<file path="config.mk">
export PLATFORM = sky130hd
export DESIGN_NAME = digital_dart_game
export DESIGN_NICKNAME = d
export VERILOG_FILES = /design/src/rtl/dart_pkg.sv /design/src/rtl/dart_lfsr.sv /design/src/rtl/digital_dart_game.sv
export SDC_FILE = /design/constraint.sdc
export NUM_CORES = 1
export LEC_CHECK = 0
export ABC_CLOCK_PERIOD_IN_PS = 6300
export CORE_ASPECT_RATIO = 0.7
export CORE_MARGIN = 2
export CORE_UTILIZATION = 50
export CTS_BUF_LIST = sky130_fd_sc_hd__clkbuf_2 sky130_fd_sc_hd__clkbuf_4 sky130_fd_sc_hd__clkbuf_8
export DETAILED_ROUTE_END_ITERATION = 8
export PLACE_DENSITY = 0.81
export SYNTH_ARGS = -nofsm -noshare
export SYNTH_HDL_FRONTEND = slang
export SYNTH_SLANG_ARGS = --single-unit
</file>
<file path="constraint.sdc">
create_clock -name clk -period 6.3 [get_ports clk]
set_input_delay 1.89 -clock clk [delete_from_list [all_inputs] [get_ports clk]]
set_output_delay 1.89 -clock clk [all_outputs]
set_load 0.02 [all_outputs]
</file>
<file path="src/rtl/dart_pkg.sv">
`default_nettype none
// +--------------------------------------------------------------------+
// | dart_pkg : shared types and constants for the dart scorer          |
// | Rev 1.0                                                            |
// +--------------------------------------------------------------------+
package dart_pkg;

    typedef enum logic [1:0] {
        PLAY   = 2'd0,
        FINISH = 2'd1,
        DONE   = 2'd2
    } state_t;

    localparam logic [4:0] MAX_SCORE = 5'd31;
    localparam logic [3:0] MAX_PTS   = 4'd10;
    // Feedback taps for x^8+x^6+x^5+x^4+1 (register bits 7,5,4,3)
    localparam logic [7:0] LFSR_TAPS = 8'hB8;

    function automatic logic [4:0] sat_add(input logic [4:0] a, input logic [3:0] b);
        logic [5:0] s;
        s = {1'b0, a} + {2'b00, b};
        return (s > {1'b0, MAX_SCORE}) ? MAX_SCORE : s[4:0];
    endfunction

endpackage
`default_nettype wire

</file>
<file path="src/rtl/dart_lfsr.sv">
`default_nettype none
// +--------------------------------------------------------------------+
// | dart_lfsr : free-running 8-bit LFSR mapped to 0..10 dart points    |
// | Rev 1.0                                                            |
// +--------------------------------------------------------------------+
module dart_lfsr
    import dart_pkg::*;
#(
    parameter logic [7:0] LFSR_SEED = 8'hA5
) (
    input  logic       clk,
    input  logic       reset,
    output logic [3:0] pts
);

    logic [7:0] r_lfsr;
    logic [3:0] w_n;

    always_ff @(posedge clk or negedge reset) begin
        if (!reset) begin
            r_lfsr <= LFSR_SEED;
        end else begin
            r_lfsr <= {r_lfsr[6:0], ^(r_lfsr & LFSR_TAPS)};
        end
    end

    // Fold nibble values 11..15 back into 6..10
    assign w_n = r_lfsr[3:0];
    assign pts = (w_n > MAX_PTS) ? (w_n - 4'd5) : w_n;

endmodule
`default_nettype wire

</file>
<file path="src/rtl/digital_dart_game.sv">
`default_nettype none
// +--------------------------------------------------------------------+
// | digital_dart_game : turn-based dart scorer with winner detection   |
// | Rev 1.0                                                            |
// +--------------------------------------------------------------------+
module digital_dart_game
    import dart_pkg::*;
#(
    parameter int         NUM_PLAYERS = 5,
    parameter int         NUM_ROUNDS  = 3,
    parameter logic [7:0] LFSR_SEED   = 8'hA5
) (
    input  logic       clk,
    input  logic       reset,
    input  logic       throw_button,
    output logic [2:0] player_id,
    output logic [4:0] score_display,
    output logic [4:0] final_score,
    output logic [4:0] winner
);

    localparam int ROUND_W = $clog2(NUM_ROUNDS + 1);

    state_t               r_state;
    state_t               w_state_nxt;
    logic [4:0]           r_tot [NUM_PLAYERS];
    logic [2:0]           r_pid;
    logic [ROUND_W-1:0]   r_round;
    logic                 r_btn_q;
    logic [4:0]           r_disp;
    logic [4:0]           r_final;
    logic [4:0]           r_winner;

    logic [3:0]           w_pts;
    logic                 w_throw;
    logic                 w_last_player;
    logic                 w_last_round;
    logic [4:0]           w_new_tot;
    logic [2:0]           w_best_idx;
    logic [4:0]           w_best_val;

    dart_lfsr #(
        .LFSR_SEED (LFSR_SEED)
    ) u_lfsr (
        .clk   (clk),
        .reset (reset),
        .pts   (w_pts)
    );

    assign w_throw       = throw_button & ~r_btn_q;
    assign w_last_player = (r_pid == 3'(NUM_PLAYERS - 1));
    assign w_last_round  = (r_round == ROUND_W'(NUM_ROUNDS - 1));
    assign w_new_tot     = sat_add(r_tot[r_pid], w_pts);

    always_ff @(posedge clk or negedge reset) begin
        if (!reset) begin
            r_state <= PLAY;
        end else begin
            r_state <= w_state_nxt;
        end
    end

    always_comb begin
        w_state_nxt = r_state;
        case (r_state)
            PLAY:    if (w_throw && w_last_player && w_last_round) w_state_nxt = FINISH;
            FINISH:  w_state_nxt = DONE;
            DONE:    w_state_nxt = DONE;
            default: w_state_nxt = PLAY;
        endcase
    end

    // Argmax with strict '>' so the lowest index keeps a tie
    always_comb begin
        w_best_idx = 3'd0;
        w_best_val = r_tot[0];
        for (int i = 1; i < NUM_PLAYERS; i++) begin
            if (r_tot[i] > w_best_val) begin
                w_best_val = r_tot[i];
                w_best_idx = 3'(i);
            end
        end
    end

    always_ff @(posedge clk or negedge reset) begin
        if (!reset) begin
            for (int i = 0; i < NUM_PLAYERS; i++) r_tot[i] <= '0;
            r_pid    <= '0;
            r_round  <= '0;
            r_btn_q  <= 1'b0;
            r_disp   <= '0;
            r_final  <= '0;
            r_winner <= '0;
        end else begin
            r_btn_q <= throw_button;
            if (r_state == PLAY && w_throw) begin
                r_tot[r_pid] <= w_new_tot;
                r_disp       <= w_new_tot;
                if (w_last_player) begin
                    r_pid   <= '0;
                    r_round <= r_round + ROUND_W'(1);
                end else begin
                    r_pid <= r_pid + 3'd1;
                end
            end
            if (r_state == FINISH) begin
                r_winner <= 5'd1 << w_best_idx;
                r_final  <= w_best_val;
            end
        end
    end

    assign player_id     = r_pid;
    assign score_display = r_disp;
    assign final_score   = r_final;
    assign winner        = r_winner;

endmodule
`default_nettype wire

</file>
==> flow_metrics.tcl <==
set metrics [dict create \
    wire_per_inst_um 16.8 \
    hp-class "reg -> reg" \
    cts.path.max_buffers 2 \
    grt_start_max_net_pins 57 \
    synth.avg_cell_area_um2 9.45 \
    setup_viol 0 \
    hold_end "u_lfsr.r_lfsr[7]" \
    end_kind "register" \
    post_dp_cell_area_mm2 0.00369 \
    detail_route.first_pass.iterations 5 \
    finClkSkew_ns 0.00855 \
    ys_seq_elements 56 \
    path_clk_slew_ns 0.10 \
    status "finished clean" \
    slew_violations 0 \
    netlist.area_leader.share_pct 38.2 \
    max_freq_mhz 171 \
    rsz0062_at_grt "false" \
    grt_pass1_wl_um 12800 \
    clk_latency_ns 0.32 \
    clock-sinks 56 \
    final.setup.tns_ns 0 \
    gp_congestion 0.957 \
    synth_edf_count 0 \
    reg2reg_depth 26 \
    areaGrowthSynthToFinish_pct 12.3 \
    final_area_mm2 0.00383 \
    whs_path_depth 0 \
    required_ns 6.53 \
    async_reset_ff_share_pct 100 \
    grt-ovfl-total 0 \
    drt_iter0_drc 273 \
    postCtsHoldBufs 0 \
    clockRootBuffer "clkbuf_8" \
    num_vias 2754 \
    cts_tree "built" \
    ys_types 57 \
    cts_inserted_buffers 5 \
    chipHeight_um 73.1 \
    path_class "reg -> reg" \
    drc_errors 0 \
    worstReg2RegStart "r_tot[24]" \
    worst_slew_pin_slew_ns 0.702 \
    path_max_fanout 8 \
    core-area_mm2 0.00666 \
    min_from "u_lfsr.r_lfsr[6]" \
    yosys-top-cells-area "dfrtp_1, ha_1, a21oi_1" \
    yosys_warnings 0 \
    antenna_found_initial 0 \
    maxCapViolCount 0 \
    nNetsFinal 414 \
    yosysSeqAreaShare_pct 41.2 \
    grt_pass1_vias 2549 \
    yosys.area.top_type "dfrtp_1" \
    fp-row-count 25 \
    ys.flop_type "dfrtp_1" \
    io_pins 21 \
    post-cts-setup-buffers 0 \
    htree_levels 2 \
    dp.cells 466 \
    routed_wirelength_um 7960 \
    period_minus_slack_ns 5.85 \
    timing.final.crit_share_pct 92.8 \
    cts_resized 0 \
    syn_area_mm2 0.00341 \
    multi_input_area_mm2 0.00187 \
    stdcell_count 474 \
    synth_nets 396 \
    ant_nets 0 \
    drive_above_1_share_pct 11.1 \
    die_area_mm2 0.00751 \
    hold_violations 0 \
    grt_use_total_pct 22.6 \
    dp_hpwl_um 5850 \
    numPortBuffers 20 \
    synth_commonest_cells "dfrtp_1, nand2_1, a21oi_1, ha_1, nor2_1" \
    arrival_ns 6.08 \
    r2r_slack_ns 0.45 \
    reg2reg_to "final_score[2]" \
    seq_area_mm2 0.00141 \
    synth_most_common_cell "dfrtp_1" \
    fillerInstances 547 \
    start_kind "register" \
    relSlewSlack_pct 53.2 \
    avgViaCountPerCell 5.81 \
    postSynthCellCount 361 \
    die_x_um 103 \
    start_util_pct 51.2 \
    final_util_pct 57.5 \
    diodes 0 \
]
-- how the worst max path moves through the flow --
stage	end	startpoint	cells past startpoint
after floorplan	final_score[1]	r_tot[19]	27
after global placement	final_score[1]	r_tot[24]	27
after detailed placement	final_score[2]	r_tot[24]	27
after CTS	final_score[1]	r_tot[24]	27
after global routing	final_score[0]	r_tot[24]	27
final	final_score[2]	r_tot[24]	26
-- state kept, by name, indices dropped and copies added (netlist names), 2 cells and up --
register,flops
score_display,5
r_state,2
u_lfsr.r_lfsr,8
final_score,5
r_tot,25
player_id,3
winner,5
r_round,2
-- placed cells by master, fill, tap and decap left out, types with 6 or more instances in the layout --
cell | synthesis | final
dfrtp_1 | 52 | 52
nand3_1 | 6 | 6
nand2b_1 | 6 | 6
clkdlybuf4s50_1 | 0 | 19
a22oi_1 | 7 | 7
inv_1 | 24 | 24
a21oi_1 | 31 | 30
xnor2_1 | 6 | 6
o21ai_1 | 18 | 18
o21ai_0 | 13 | 13
nor2_1 | 31 | 31
ha_1 | 31 | 31
nand2_1 | 38 | 38
mux2i_1 | 6 | 6
-- per-stage QoR --
| step | hold WS (ns) | worst slack [ns] |
|---|---|---|
| floorplan | 0.333 | 1.19 |
| global placement | 0.335 | 0.585 |
| detailed placement | 0.346 | 0.454 |
| CTS | 0.364 | 0.422 |
| global route | 0.372 | 0.0193 |
| finish | 0.356 | 0.454 |
-- logic make-up after synthesis --
group	count (synthesis)	synth area share [%]
adders and majority gates	32	12.0
DFF	56	41.2
and+or+nand+nor	112	16.3
buffers and inverters	35	4.00
AOI/OAI and AO/OA	108	20.9
xor gates and xnor gates	7	1.80
muxes	11	3.74
-- area by class of cell --
cell class,count,area share [%]
Clock buffer,5,1.80
Clock inverter,3,1.80
Inverter,25,2.45
Multi-Input combinational cell,270,48.9
Sequential cell,56,36.7
Tap cell,94,3.07
Timing Repair Buffer,21,5.29
-- layer usage --
layer | vias to the layer above | part of all wire (%) | global-route usage, %
li1 | 1310 | - | -
met1 | 1343 | 47 | 33.4
met2 | 91 | 45 | 33.6
met3 | 10 | 6.6 | 4.79
met4 | 0 | 1.5 | 6.07
met5 | - | 0 | 0
-- critical path, cell delays in order (launching register included) --
cell      delay, ns
dfrtp_1        0.40
inv_1          0.09
ha_1           0.33
a21oi_1        0.18
o21ai_2        0.12
o22ai_4        0.24
mux2i_1        0.38
inv_1          0.08
ha_1           0.18
nand2b_1       0.15
a21oi_2        0.13
o22ai_2        0.16
or2_1          0.31
a21o_1         0.22
ha_1           0.28
nor2b_1        0.13
o31ai_1        0.26
a21oi_2        0.15
and2_2         0.28
o21a_1         0.22
ha_1           0.28
nor2b_1        0.14
o31ai_1        0.20
a21oi_1        0.19
nor2_1         0.20
nand3_1        0.22
o221ai_1       0.24
Power is left out: the tool's default activity adds up to more than one toggle a clock period on the data nets, which glitch-free logic cannot reach.
